`src/rtl/ysyx_23060061_lsu_stage_if.sv`:
```
// Bus bundle for the LSU stage: EXU request side, memory port and WBU result side.
// slave  : view taken by the LSU stage itself.
// master : view taken by the surrounding pipeline / memory model.
interface ysyx_23060061_lsu_stage_if #(
    parameter int unsigned PAYLOAD_W = 64
);
    // EXU -> LSU
    logic                 in_valid;
    logic                 in_ready;
    logic [1:0]           in_op;
    logic [2:0]           in_ext;
    logic [31:0]          in_addr;
    logic [31:0]          in_wdata;
    logic [PAYLOAD_W-1:0] in_payload;

    // LSU <-> memory
    logic                 mem_req_valid;
    logic                 mem_req_ready;
    logic                 mem_we;
    logic [31:0]          mem_addr;
    logic [31:0]          mem_wdata;
    logic [3:0]           mem_wmask;
    logic                 mem_rsp_valid;
    logic [31:0]          mem_rdata;

    // LSU -> WBU
    logic                 out_valid;
    logic                 out_ready;
    logic [31:0]          out_rdata;
    logic                 out_err;
    logic [PAYLOAD_W-1:0] out_payload;

    modport slave (
        input  in_valid, in_op, in_ext, in_addr, in_wdata, in_payload,
        output in_ready,
        output mem_req_valid, mem_we, mem_addr, mem_wdata, mem_wmask,
        input  mem_req_ready, mem_rsp_valid, mem_rdata,
        output out_valid, out_rdata, out_err, out_payload,
        input  out_ready
    );

    modport master (
        output in_valid, in_op, in_ext, in_addr, in_wdata, in_payload,
        input  in_ready,
        input  mem_req_valid, mem_we, mem_addr, mem_wdata, mem_wmask,
        output mem_req_ready, mem_rsp_valid, mem_rdata,
        input  out_valid, out_rdata, out_err, out_payload,
        output out_ready
    );
endinterface

```
`src/rtl/ysyx_23060061_lsu_stage.sv`:
```
// Multi-cycle load/store stage between EXU and WBU.
// Takes one op at a time, issues at most one word-aligned memory request, aligns
// byte lanes, extends load data and hands a registered result plus the opaque
// payload to WBU. All bus outputs are registered.
// Optional feature: define LSU_TIMEOUT_EN to bound the WAIT state by TIMEOUT cycles.
module ysyx_23060061_lsu_stage #(
    parameter int unsigned PAYLOAD_W = 64,
    parameter int unsigned TIMEOUT   = 255
) (
    input  logic                            clk,
    input  logic                            rst,
    ysyx_23060061_lsu_stage_if.slave        bus
);

    localparam int unsigned CNT_W = 8;

    if (TIMEOUT == 0 || TIMEOUT > 255) begin : g_timeout_range
        $error("TIMEOUT must lie in 1..255 to fit the 8-bit wait counter");
    end

    typedef enum logic [1:0] {
        S_IDLE = 2'd0,
        S_REQ  = 2'd1,
        S_WAIT = 2'd2,
        S_RESP = 2'd3
    } state_t;

    state_t r_state;
    state_t w_state_nxt;

    // Registered outputs
    logic                 r_in_ready;
    logic                 r_mem_req_valid;
    logic                 r_mem_we;
    logic [31:0]          r_mem_addr;
    logic [31:0]          r_mem_wdata;
    logic [3:0]           r_mem_wmask;
    logic                 r_out_valid;
    logic [31:0]          r_out_rdata;
    logic                 r_out_err;
    logic [PAYLOAD_W-1:0] r_out_payload;

    // Op context kept for load extraction
    logic                 r_is_load;
    logic [2:0]           r_ext;
    logic [1:0]           r_lane;

    // Next values of registered outputs
    logic                 w_mem_req_valid_nxt;
    logic                 w_out_valid_nxt;
    logic [31:0]          w_out_rdata_nxt;
    logic                 w_out_err_nxt;

    logic                 w_accept;
    logic                 w_is_load;
    logic                 w_is_store;
    logic                 w_is_mem;
    logic                 w_size_b;
    logic                 w_size_h;
    logic                 w_misalign;
    logic [3:0]           w_wmask_in;
    logic [31:0]          w_wdata_in;
    logic [31:0]          w_shifted;
    logic [31:0]          w_load_val;
    logic                 w_timeout;

    assign bus.in_ready      = r_in_ready;
    assign bus.mem_req_valid = r_mem_req_valid;
    assign bus.mem_we        = r_mem_we;
    assign bus.mem_addr      = r_mem_addr;
    assign bus.mem_wdata     = r_mem_wdata;
    assign bus.mem_wmask     = r_mem_wmask;
    assign bus.out_valid     = r_out_valid;
    assign bus.out_rdata     = r_out_rdata;
    assign bus.out_err       = r_out_err;
    assign bus.out_payload   = r_out_payload;

    // Decode of the incoming op: access size, alignment, store lanes
    always_comb begin
        w_accept   = bus.in_valid & r_in_ready;
        w_is_load  = (bus.in_op == 2'b01);
        w_is_store = (bus.in_op == 2'b10);
        w_is_mem   = w_is_load | w_is_store;
        w_size_h   = (bus.in_ext == 3'b001) | (bus.in_ext == 3'b010);
        w_size_b   = (bus.in_ext == 3'b011) | (bus.in_ext == 3'b100);

        if (w_size_b) begin
            w_misalign = 1'b0;
        end else if (w_size_h) begin
            w_misalign = bus.in_addr[0];
        end else begin
            w_misalign = (bus.in_addr[1:0] != 2'b00);
        end

        if (w_size_b) begin
            w_wmask_in = 4'(4'b0001 << bus.in_addr[1:0]);
            w_wdata_in = {4{bus.in_wdata[7:0]}};
        end else if (w_size_h) begin
            w_wmask_in = 4'(4'b0011 << bus.in_addr[1:0]);
            w_wdata_in = {2{bus.in_wdata[15:0]}};
        end else begin
            w_wmask_in = 4'b1111;
            w_wdata_in = bus.in_wdata;
        end
    end

    // Shift the returned word down to the addressed lane and extend it
    always_comb begin
        w_shifted = bus.mem_rdata >> {r_lane, 3'b000};
        case (r_ext)
            3'b001:  w_load_val = {{16{w_shifted[15]}}, w_shifted[15:0]};
            3'b010:  w_load_val = {16'h0000, w_shifted[15:0]};
            3'b011:  w_load_val = {{24{w_shifted[7]}}, w_shifted[7:0]};
            3'b100:  w_load_val = {24'h000000, w_shifted[7:0]};
            default: w_load_val = w_shifted;
        endcase
    end

`ifdef LSU_TIMEOUT_EN
    logic [CNT_W-1:0] r_wait_cnt;

    // Wait-cycle counter: cleared on entering WAIT, counts every WAIT cycle
    always_ff @(posedge clk) begin
        if (rst) begin
            r_wait_cnt <= '0;
        end else if (r_state == S_REQ && bus.mem_req_ready) begin
            r_wait_cnt <= '0;
        end else if (r_state == S_WAIT) begin
            r_wait_cnt <= CNT_W'(r_wait_cnt + 1'b1);
        end
    end

    assign w_timeout = (CNT_W'(r_wait_cnt + 1'b1) == CNT_W'(TIMEOUT));
`else
    assign w_timeout = 1'b0;
`endif

    // State register
    always_ff @(posedge clk) begin
        if (rst) begin
            r_state <= S_IDLE;
        end else begin
            r_state <= w_state_nxt;
        end
    end

    // Next state and next values of the handshake/result outputs
    always_comb begin
        w_state_nxt         = r_state;
        w_mem_req_valid_nxt = r_mem_req_valid;
        w_out_valid_nxt     = r_out_valid;
        w_out_rdata_nxt     = r_out_rdata;
        w_out_err_nxt       = r_out_err;

        case (r_state)
            S_IDLE: begin
                if (w_accept) begin
                    w_out_rdata_nxt = 32'h0;
                    w_out_err_nxt   = w_is_mem & w_misalign;
                    if (w_is_mem && !w_misalign) begin
                        w_state_nxt         = S_REQ;
                        w_mem_req_valid_nxt = 1'b1;
                    end else begin
                        w_state_nxt     = S_RESP;
                        w_out_valid_nxt = 1'b1;
                    end
                end
            end
            S_REQ: begin
                if (bus.mem_req_ready) begin
                    w_state_nxt         = S_WAIT;
                    w_mem_req_valid_nxt = 1'b0;
                end
            end
            S_WAIT: begin
                if (bus.mem_rsp_valid) begin
                    w_state_nxt     = S_RESP;
                    w_out_valid_nxt = 1'b1;
                    w_out_rdata_nxt = r_is_load ? w_load_val : 32'h0;
                    w_out_err_nxt   = 1'b0;
                end else if (w_timeout) begin
                    w_state_nxt     = S_RESP;
                    w_out_valid_nxt = 1'b1;
                    w_out_rdata_nxt = 32'h0;
                    w_out_err_nxt   = 1'b1;
                end
            end
            S_RESP: begin
                if (bus.out_ready) begin
                    w_state_nxt     = S_IDLE;
                    w_out_valid_nxt = 1'b0;
                end
            end
            default: begin
                w_state_nxt = S_IDLE;
            end
        endcase
    end

    // Output registers: handshake/result from the FSM, request fields and
    // payload captured when an op is accepted
    always_ff @(posedge clk) begin
        if (rst) begin
            r_in_ready      <= 1'b0;
            r_mem_req_valid <= 1'b0;
            r_mem_we        <= 1'b0;
            r_mem_addr      <= 32'h0;
            r_mem_wdata     <= 32'h0;
            r_mem_wmask     <= 4'h0;
            r_out_valid     <= 1'b0;
            r_out_rdata     <= 32'h0;
            r_out_err       <= 1'b0;
            r_out_payload   <= '0;
            r_is_load       <= 1'b0;
            r_ext           <= 3'b000;
            r_lane          <= 2'b00;
        end else begin
            r_in_ready      <= (w_state_nxt == S_IDLE);
            r_mem_req_valid <= w_mem_req_valid_nxt;
            r_out_valid     <= w_out_valid_nxt;
            r_out_rdata     <= w_out_rdata_nxt;
            r_out_err       <= w_out_err_nxt;
            if (w_accept) begin
                r_out_payload <= bus.in_payload;
                r_is_load     <= w_is_load;
                r_ext         <= bus.in_ext;
                r_lane        <= bus.in_addr[1:0];
                if (w_is_mem && !w_misalign) begin
                    r_mem_we    <= w_is_store;
                    r_mem_addr  <= {bus.in_addr[31:2], 2'b00};
                    r_mem_wdata <= w_is_store ? w_wdata_in : 32'h0;
                    r_mem_wmask <= w_is_store ? w_wmask_in : 4'h0;
                end
            end
        end
    end

endmodule
```
`src/flat_wrapper.sv`:
```
// flat-port wrapper written by rule: the top's interface ports become plain ports
module ysyx_23060061_lsu_stage_flat 
#(
    parameter int unsigned PAYLOAD_W = 64,
    parameter int unsigned TIMEOUT   = 255
)
  (clk, rst, bus_in_valid, bus_in_op, bus_in_ext, bus_in_addr, bus_in_wdata, bus_in_payload, bus_in_ready, bus_mem_req_valid, bus_mem_we, bus_mem_addr, bus_mem_wdata, bus_mem_wmask, bus_mem_req_ready, bus_mem_rsp_valid, bus_mem_rdata, bus_out_valid, bus_out_rdata, bus_out_err, bus_out_payload, bus_out_ready);
  ysyx_23060061_lsu_stage_if #(.PAYLOAD_W(PAYLOAD_W)) bus_i ();
  input  logic clk;
  input  logic rst;
  input wire logic [$bits(bus_i.in_valid)-1:0] bus_in_valid;
  input wire logic [$bits(bus_i.in_op)-1:0] bus_in_op;
  input wire logic [$bits(bus_i.in_ext)-1:0] bus_in_ext;
  input wire logic [$bits(bus_i.in_addr)-1:0] bus_in_addr;
  input wire logic [$bits(bus_i.in_wdata)-1:0] bus_in_wdata;
  input wire logic [$bits(bus_i.in_payload)-1:0] bus_in_payload;
  output wire logic [$bits(bus_i.in_ready)-1:0] bus_in_ready;
  output wire logic [$bits(bus_i.mem_req_valid)-1:0] bus_mem_req_valid;
  output wire logic [$bits(bus_i.mem_we)-1:0] bus_mem_we;
  output wire logic [$bits(bus_i.mem_addr)-1:0] bus_mem_addr;
  output wire logic [$bits(bus_i.mem_wdata)-1:0] bus_mem_wdata;
  output wire logic [$bits(bus_i.mem_wmask)-1:0] bus_mem_wmask;
  input wire logic [$bits(bus_i.mem_req_ready)-1:0] bus_mem_req_ready;
  input wire logic [$bits(bus_i.mem_rsp_valid)-1:0] bus_mem_rsp_valid;
  input wire logic [$bits(bus_i.mem_rdata)-1:0] bus_mem_rdata;
  output wire logic [$bits(bus_i.out_valid)-1:0] bus_out_valid;
  output wire logic [$bits(bus_i.out_rdata)-1:0] bus_out_rdata;
  output wire logic [$bits(bus_i.out_err)-1:0] bus_out_err;
  output wire logic [$bits(bus_i.out_payload)-1:0] bus_out_payload;
  input wire logic [$bits(bus_i.out_ready)-1:0] bus_out_ready;
  assign bus_i.in_valid = bus_in_valid;
  assign bus_i.in_op = bus_in_op;
  assign bus_i.in_ext = bus_in_ext;
  assign bus_i.in_addr = bus_in_addr;
  assign bus_i.in_wdata = bus_in_wdata;
  assign bus_i.in_payload = bus_in_payload;
  assign bus_in_ready = bus_i.in_ready;
  assign bus_mem_req_valid = bus_i.mem_req_valid;
  assign bus_mem_we = bus_i.mem_we;
  assign bus_mem_addr = bus_i.mem_addr;
  assign bus_mem_wdata = bus_i.mem_wdata;
  assign bus_mem_wmask = bus_i.mem_wmask;
  assign bus_i.mem_req_ready = bus_mem_req_ready;
  assign bus_i.mem_rsp_valid = bus_mem_rsp_valid;
  assign bus_i.mem_rdata = bus_mem_rdata;
  assign bus_out_valid = bus_i.out_valid;
  assign bus_out_rdata = bus_i.out_rdata;
  assign bus_out_err = bus_i.out_err;
  assign bus_out_payload = bus_i.out_payload;
  assign bus_i.out_ready = bus_out_ready;
  ysyx_23060061_lsu_stage #(.PAYLOAD_W(PAYLOAD_W), .TIMEOUT(TIMEOUT)) u_core (.clk(clk), .rst(rst), .bus(bus_i));
endmodule
```
`config.mk`:
```
export PLATFORM = sky130hd
export DESIGN_NAME = ysyx_23060061_lsu_stage_flat
export DESIGN_NICKNAME = d
export VERILOG_FILES = /design/src/rtl/ysyx_23060061_lsu_stage_if.sv /design/src/rtl/ysyx_23060061_lsu_stage.sv /design/src/flat_wrapper.sv
export SDC_FILE = /design/constraint.sdc
export NUM_CORES = 1
export LEC_CHECK = 0
export CELL_PAD_IN_SITES_DETAIL_PLACEMENT = 0
export CELL_PAD_IN_SITES_GLOBAL_PLACEMENT = 1
export CORE_ASPECT_RATIO = 1.75
export CORE_MARGIN = 2
export CORE_UTILIZATION = 33
export CTS_CLUSTER_DIAMETER = 80
export DETAILED_ROUTE_END_ITERATION = 8
export GPL_ROUTABILITY_DRIVEN = 1
export HOLD_SLACK_MARGIN = 0.05
export PLACE_DENSITY_LB_ADDON = 0.1
export SLEW_MARGIN = 5
export SYNTH_ARGS = -nofsm -noshare
export SYNTH_HDL_FRONTEND = slang
export SYNTH_SLANG_ARGS = --single-unit
```
`constraint.sdc`:
```
create_clock -name clk -period 5.34 [get_ports clk]
set_input_delay 1.335 -clock clk [delete_from_list [all_inputs] [get_ports clk]]
set_output_delay 1.335 -clock clk [all_outputs]
set_load 0.01 [all_outputs]
```
# [Yosys cells after proc, flatten, opt, wreduce, memory -nomap -nowiden]
# Cells that the tools add are included.
[word_totals] wordCells=84 output_inout_bits=169 register_bits=175
[classes] n_mux=31 shift=3 eq_ne=19 bitwise_logic=5 reduce_logical=12
[op_table] operator="$mux W32" count=6
[op_table] operator="$pmux W32 S4" count=1
[op_table] operator="$pmux W32 S2" count=1
[op_table] operator="$shr A32 B5 Y32" count=1
[op_table] operator="$eq A3 B2 Y1 const B" count=4
[op_table] operator="$mux W4" count=3
[op_table] operator="$mux W1" count=11
[op_table] operator="$mux W2" count=5
[op_table] operator="$ne A2 B2 Y1 const B" count=4
[op_table] operator="$pmux W2 S4" count=1
[op_table] operator="$eq A2 B2 Y1 const B" count=3
[op_table] operator="$eq A3 B1 Y1 const B" count=2
[op_table] operator="$eq A3 B3 Y1 const B" count=2
[op_table] operator="$reduce_bool A2 Y1" count=3
[op_table] operator="$reduce_and A5 Y1" count=1
[op_table] operator="$eq A2 B1 Y1 const B" count=2
[op_table] operator="$logic_not A2 Y1" count=2
[op_table] operator="$ne A2 B1 Y1 const B" count=2
[op_table] operator="$pmux W1 S2" count=2
[op_table] operator="$reduce_and A4 Y1" count=1
[op_table] operator="$shl A1 B2 Y4 const A" count=1
[op_table] operator="$shl A2 B2 Y4 const A" count=1
[op_table] operator="$or A1 B1 Y1" count=3
[op_table] operator="$pmux W1 S3" count=1
[op_table] operator="other kinds (6)" count=7

# [Depth between registers and ports, before layout]
# Gate-level depths: netlist of run 1.
[logic_depth] depth_word=10 mapped_depth=8 depth_no_buf=6

# [Worst setup path before layout of run 1]
# Ideal clock, no wire load.
[synth_timing] path_kind="input -> register" start="in bus_in_op[0]" end="reg u_core.r_mem_wdata[25], in the netlist u_core.bus.mem_wdata[25]" arrival_ns=2.674 setup_time_ns=0.086 slack_ns=2.581 cell_stages=8 required_ns=5.254 cell_sequence="inv_1 > ha_1 > buf_2 > or3b_2 > clkbuf_1 > o22ai_1 > a31oi_1 > a211oi_1"
[synth_via] elab_chain_cells=4
[synth_rtl] element="start: declaration" line_no="flat_wrapper.sv:12" text="input wire logic [$bits(bus_i.in_op)-1:0] bus_in_op;"
[synth_rtl] element="$eq A2 B2 Y1 (*)" line_no="ysyx_23060061_lsu_stage.sv:82" text="w_is_store = (bus.in_op == 2'b10);"
[synth_rtl] element="net u_core.w_is_store" line_no="ysyx_23060061_lsu_stage.sv:56" text="logic w_is_store;"
[synth_rtl] element="$or A1 B1 Y1" line_no="ysyx_23060061_lsu_stage.sv:83" text="w_is_mem = w_is_load | w_is_store;"
[synth_rtl] element="$logic_and A1 B1 Y1" line_no="ysyx_23060061_lsu_stage.sv:228" text="if (w_is_mem && !w_misalign) begin"
[synth_rtl] element="$reduce_and A2 Y1 (no source line)"
[synth_rtl] element="end signal: assignment" line_no="ysyx_23060061_lsu_stage.sv:231" text="r_mem_wdata <= w_is_store ? w_wdata_in : 32'h0;"
[synth_rtl] element="end: declaration" line_no="ysyx_23060061_lsu_stage.sv:36" text="logic [31:0] r_mem_wdata;"
# Mark *: on every way through the listed nets, which the timed path passes. The rest lies on a longest branch.
# A chain may end at the register's enable or synchronous reset.

# [Worst setup path after layout of run 1]
[layout_timing] start="in bus_in_ext[1]" end="reg u_core.r_mem_wdata[3], in the netlist u_core.bus.mem_wdata[3]"
[layout_via] elab_chain_cells=7
[layout_rtl] element="start: declaration" line_no="flat_wrapper.sv:13" text="input wire logic [$bits(bus_i.in_ext)-1:0] bus_in_ext;"
[layout_rtl] element="$eq A3 B1 Y1 / $eq A3 B2 Y1 (equally long branches)" line_no="ysyx_23060061_lsu_stage.sv:84" text="w_size_h = (bus.in_ext == 3'b001) | (bus.in_ext == 3'b010);"
[layout_rtl] element="$or A1 B1 Y1" line_no="ysyx_23060061_lsu_stage.sv:84"
[layout_rtl] element="$mux W1" line_no="ysyx_23060061_lsu_stage.sv:89" text="end else if (w_size_h) begin"
[layout_rtl] element="$mux W1" line_no="ysyx_23060061_lsu_stage.sv:87" text="if (w_size_b) begin"
[layout_rtl] element="$logic_not A1 Y1" line_no="ysyx_23060061_lsu_stage.sv:228"
[layout_rtl] element="$logic_and A1 B1 Y1" line_no="ysyx_23060061_lsu_stage.sv:228"
[layout_rtl] element="$reduce_and A2 Y1 (no source line)"
# Several ways; a longest one is shown, not always the timed one.

==> results of run 1 <==
-- cells by family (layout without fill, tap and decap cells) --
logic type	count (synthesis)	after routing	share of synthesized area (%)
AOI/OAI and AO/OA	282	282	24.8
xor gates and xnor gates	2	2	0.229
adders and majority gates	6	6	0.980
buffers and inverters	92	385	6.01
DFF	175	175	45.7
muxes	55	55	7.46
other	1	6	0.0489
and+or+nand+nor	246	246	14.8
-- state kept, by name, summed over array words and instances (netlist names) --
| signal | count |
|---|---|
| u_core.bus.mem_wmask | 4 |
| u_core.bus.mem_wdata | 32 |
| u_core.bus.out_err | 1 |
| u_core.bus.mem_we | 1 |
| u_core.bus.mem_addr | 30 |
| u_core.r_lane | 2 |
| u_core.r_is_load | 1 |
| u_core.bus.out_rdata | 32 |
| u_core.bus.mem_req_valid | 1 |
| u_core.bus.out_valid | 1 |
| u_core.bus.in_ready | 1 |
| u_core.r_ext | 3 |
| u_core.r_state | 2 |
| u_core.bus.out_payload | 64 |
-- power breakdown --
group / internal (mW) / leakage (nW) / switching (mW)
clock: 0.709 / 0.285 / 0.564
sequential: 1.38 / 1.42 / 0.0505
combinational: 0.364 / 2.35 / 0.431
-- synth_stat cells, types with 9 or more instances --
library cell,n,area (um^2)
dfxtp_1,175,3500
nand2_1,162,608
a21oi_1,110,551
mux2i_1,47,470
clkbuf_1,43,161
nand4_1,32,200
o31ai_1,30,225
o2bb2ai_1,28,245
buf_2,26,130
o21ai_0,18,90.1
a31oi_1,17,106
a22o_1,16,140
nor2b_1,12,75.1
nor2_1,11,41.3
o22ai_1,10,62.6
buf_6,9,101
-- cells in the final DEF, fill, tap and decap left out, drive strengths merged, types with 4 or more instances in the layout --
cell type        n
buf             12
a21oi          111
a211oi           9
nand4           32
o31ai           30
nand2b           7
a221o            8
a21o             4
o2bb2ai         28
inv              9
a31oi           18
clkinv           5
nand3b           4
dfxtp          175
a32oi            7
nor2b           12
diode            4
a211o            8
mux2             7
o21ai           20
clkbuf          18
ha               6
mux2i           47
nor2            12
clkdlybuf4s50  336
a22o            16
nand2          162
o22ai           10
-- per-stage QoR --
stage	utilization, %	power, mW	std cells	hold slack, ns	area, um^2
finish	51.3	3.50	1457	0.453	11700
global route	51.3	3.67	1454	0.471	11700
CTS	51.3	3.54	1453	0.455	11700
detailed placement	48.7	2.26	1421	0.446	11100
global placement	48.7	2.26	1421	0.441	11100
floorplan	-	1.88	860	0.432	7670
-- final timing paths --
kind	startpoint	to	slack [ns]
worst max-delay path	bus_in_ext[1]	u_core.bus.mem_wdata[3]$_SDFFE_PP0P_	1.74
worst min-delay path	u_core.bus.out_payload[1]$_SDFFE_PP0P_	u_core.bus.out_payload[1]$_SDFFE_PP0P_	0.45
worst min register to register	u_core.bus.out_payload[1]$_SDFFE_PP0P_	u_core.bus.out_payload[1]$_SDFFE_PP0P_	0.45
worst max register to register	u_core.bus.in_ready$_SDFF_PP0_	u_core.bus.mem_wdata[11]$_SDFFE_PP0P_	2.86
-- cell type report --
type | count | area, um^2 | area share [%]
Sequential cell | 175 | 3500 | 30.0
Tap cell | 300 | 375 | 3.22
Inverter | 5 | 18.8 | 0.161
Clock buffer | 18 | 439 | 3.76
Multi-Input combinational cell | 593 | 3720 | 31.8
Antenna cell | 4 | 10.0 | 0.0857
Clock inverter | 14 | 156 | 1.34
Timing Repair Buffer | 348 | 3450 | 29.6
-- critical path: stages --
cell	delay, ns
clkdlybuf4s50_1	0.70
xnor2_1	0.48
o21ba_2	0.22
buf_4	0.41
a31oi_4	0.40
a22o_1	0.37
-- layer usage --
layer	up-vias	global-route usage (%)
li1	3680	-
met1	3490	24.8
met2	251	39.9
met3	35	6.07
met4	0	9.18
met5	-	0
==> results.cfg, run 1 <==
[die]
dieArea_um2 = 24500
rows = 73
die_h_um = 206
io_pins = 340
initial_core_util_pct = 33.7
die_x_um = 119
coreArea_um2 = 22700

[cells_and_area]
fillers = 2186
fin_nets = 1317
drive_above_1_share_pct = 5.64
synthToLayoutAreaGrowth_pct = 52.3

[sta]
rsz0062_at_grt = false
tightestPinTransition_ns = 0.924
relSlewSlack_pct = 38.2
hold_viol_final = 0
period_minus_slack_ns = 3.60
finalSetupTns_ns = 0
post-route-period-util_pct = 67.4
slew_violations = 0
timing.fmax_mhz = 278
clock_skew_ns = 0.00592
fin_ws_ns = 1.74
setup_viol = 0

[clocking]
clkTransAtPathRegs_ns = 0.07
clock-sinks = 175
clk_latency_ns = 0.44
cts_tree = built
cts_max_level = 4
post_cts_buffers = 0
cts_hold_buffers = 0
cts_resized = 0
root_buffer = clkbuf_16
cts_buffers = 17
cts_buffer_depth = 2

[critical_path]
critPathRequiredTime_ns = 5.68
ff2ff_path_depth = 3
cp-end-kind = flip-flop
worstPathMaxFanout = 42
start_kind = input pin
path_class = input pin to flip-flop
arrival_ns = 3.93

[drt]
drt-pass1-iter-count = 4
wl_um = 28100
top_layer_used = met4
avgViaCountPerCell = 5.12
met1_length_um = 10600
drc = 0
wl_met3_um = 1960
drtIter0Drc = 440
wl_per_cell_um = 19.3
wl_met2_um = 14700
drtAntennaViolNets = 0
vias = 7456

[synth]
synth_area_um2 = 7660
synth_edf_count = 0
ys_types = 62
yosysWarnings = 0
synthArstFlopShare_pct = 0
avgSynthCellArea_um2 = 8.92
synth_seq_area_share_pct = 45.7
synth_seq_cells = 175
ys.flop_type = dfxtp_1
syn_inst = 859

[pwr]
p_leak_nw = 4.05
irDropWorstVdd_mv = 0.181
p_per_area_nw_per_um2 = 300

[global_routing]
grt_pass1_vias = 7382
antenna_found_initial = 1
grt_max_degree = 67
grt_overflow = 0
grt_first_pass_wirelength_um = 42100
track_usage_pct = 22.3

[place]
portBuffers = 337
hpwl_um = 20000
pre_cts_ws_ns = 1.27
globalplace.congestion = 0.787

[flow_run]
drv_cap = 0

[hold_path]
min_path_type = flip-flop to flip-flop
hold_depth = 2

[run_status]
status = complete, no violations
Power figures use the tool's default switching activity.
==> run 2, diff against run 1 <==
--- a/config.mk
+++ b/config.mk
@@ -9,7 +9,7 @@
 export CELL_PAD_IN_SITES_GLOBAL_PLACEMENT = 1
 export CORE_ASPECT_RATIO = 1.75
 export CORE_MARGIN = 2
-export CORE_UTILIZATION = 33
+export CORE_UTILIZATION = 30
 export CTS_CLUSTER_DIAMETER = 80
 export DETAILED_ROUTE_END_ITERATION = 8
 export GPL_ROUTABILITY_DRIVEN = 1
==> constraint.sdc (replaced) <==
create_clock -name clk -period 3.55 [get_ports clk]
set_input_delay 0.8875 -clock clk [delete_from_list [all_inputs] [get_ports clk]]
set_output_delay 0.8875 -clock clk [all_outputs]
set_load 0.01 [all_outputs]
==> run 2 against run 1 <==
Against the previous run:
- clock skew rose by 0.0021 ns
- setup slack worse by 0.87 ns
- clock-buffer cell count rose by 7
- non-clock buffer count grew 12
- power is 48% higher
- routed wire length grew 0.82%
- hold slack worse by 0.00079 ns
- final cell count increased by 1.6%
- sequential share of layout area fell by 0.23 points
- via count grew 2.1%
- critical path type unchanged
- highest routed layer unchanged
==> results.cfg, run 2 (synthesis gave the netlist of run 1 again) <==
[sta]
hold_viol_final = 0
setup_viol = 0
holdWs_ns = 0.452
clock_skew_ns = 0.00799
period_minus_slack_ns = 2.68
post-route-period-util_pct = 75.5
finalSetupTns_ns = 0
timing.fmax_mhz = 373
relSlewSlack_pct = 47.6
rsz0062_at_grt = false
tightestPinTransition_ns = 0.780
slew_violations = 0

[cells_and_area]
fin_nets = 1329
fillers = 2563
drive_above_1_share_pct = 6.02
layout_common_cells = clkdlybuf4s50_1 (336), dfxtp_1 (175), nand2_1 (161), a21oi_1 (110), mux2i_1 (47)
multiInputGateArea_um2 = 3720
largest_reg_flops = 64
final_common_cell = clkdlybuf4s50_1
synthToLayoutAreaGrowth_pct = 53.5
seq_area_um2 = 3500

[drt]
drtAntennaViolNets = 0
wl_per_cell_um = 19.1
avgViaCountPerCell = 5.14
drt-pass1-iter-count = 5
drc = 0
drtIter0Drc = 470
vias = 7612
wl_um = 28300

[critical_path]
cp-end-kind = flip-flop
arrival_ns = 3.01
worstPathMaxFanout = 21
path_class = input pin to flip-flop
critPathRequiredTime_ns = 3.88
start_kind = input pin

[global_routing]
antenna_found_initial = 2
grt_pass1_vias = 7380
grt_max_degree = 102
grt_overflow = 0
grt_first_pass_wirelength_um = 43500
track_usage_pct = 20.5

[die]
initial_core_util_pct = 30.4
die_h_um = 215
io_pins = 340
dieArea_um2 = 26900
die_x_um = 125
rows = 77
coreArea_um2 = 25200

[pwr]
p_per_area_nw_per_um2 = 441
irDropWorstVdd_mv = 0.308
p_leak_nw = 4.10
p_total_mw = 5.18

[clocking]
clk_latency_ns = 0.44
cts_tree = built
clkTransAtPathRegs_ns = 0.06
cts_buffers = 17
cts_resized = 0
clock-sinks = 175
cts_buffer_depth = 2
root_buffer = clkbuf_16
cts_hold_buffers = 0
post_cts_buffers = 0
cts_max_level = 4

[place]
portBuffers = 337
hpwl_um = 20100
globalplace.congestion = 0.822

[flow_run]
drv_cap = 0

[hold_path]
min_path_type = flip-flop to flip-flop

[run_status]
status = complete, no violations
## run 2: cell types whose count changed in the layout (fill, tap and decap cells not counted)
cell | previous run | this run
buf_12 | 0 | 3
clkinv_2 | 2 | 1
bufinv_16 | 2 | 1
diode_2 | 4 | 2
clkinv_4 | 3 | 0
inv_6 | 3 | 0
buf_4 | 12 | 21
clkbuf_1 | 0 | 5
inv_8 | 1 | 0
clkbuf_8 | 1 | 3
## run 2: path summary, 6_finish.rpt
check / slack [ns] / to / startpoint / cells past startpoint
max: 0.87 / u_core.bus.mem_wdata[31]$_SDFFE_PP0P_ / bus_in_ext[1] / 6
min reg2reg: 0.45 / u_core.bus.out_payload[53]$_SDFFE_PP0P_ / u_core.bus.out_payload[53]$_SDFFE_PP0P_ / 2
min: 0.45 / u_core.bus.out_payload[53]$_SDFFE_PP0P_ / u_core.bus.out_payload[53]$_SDFFE_PP0P_ / 2
max reg2reg: 1.61 / u_core.bus.out_rdata[18]$_SDFFE_PP0P_ / u_core.r_lane[0]$_SDFFE_PP0P_ / 5
## run 2: worst max-delay path: stages
cell             delay (ns)
clkdlybuf4s50_1        0.63
buf_4                  0.37
nand2_1                0.16
o21ai_2                0.57
nand2b_1               0.11
a32o_1                 0.26
## run 2: final cells by class
class                      instances  share of cell area [%]
multi-input combinational        593                    31.6
timing repair buffer             360                    30.4
sequential                       175                    29.8
clock buffer                      25                    4.13
tap                              316                    3.36
clock inverter                     5                   0.489
inverter                           5                   0.160
antenna                            2                  0.0425
## run 2: per-stage QoR
stage | cells | util, % | setup WS (ns) | instance area [um^2]
2_1_floorplan | 860 | - | 1.24 | 7670
3_3_place_gp | 1449 | 44.4 | 0.416 | 11200
3_5_place_dp | 1449 | 44.4 | 0.394 | 11200
4_1_cts | 1479 | 46.6 | 0.875 | 11800
5_1_grt | 1481 | 46.6 | 0.733 | 11800
6_report | 1481 | 46.6 | 0.870 | 11800
## run 2: report_power, final
group          internal [mW]  leakage [nW]  total (mW)  switching, mW
clock                   1.01         0.255        1.80          0.786
sequential              2.08          1.42        2.16         0.0774
combinational          0.572          2.42        1.22          0.652
## run 2: routing by layer
metal / GRT usage (%) / up-vias / share of wire, %
met5: 0 / - / 0
met4: 8.44 / 0 / 3.1
met3: 5.97 / 35 / 6.3
met2: 36.7 / 264 / 52
met1: 22.7 / 3615 / 38
li1: - / 3698 / -
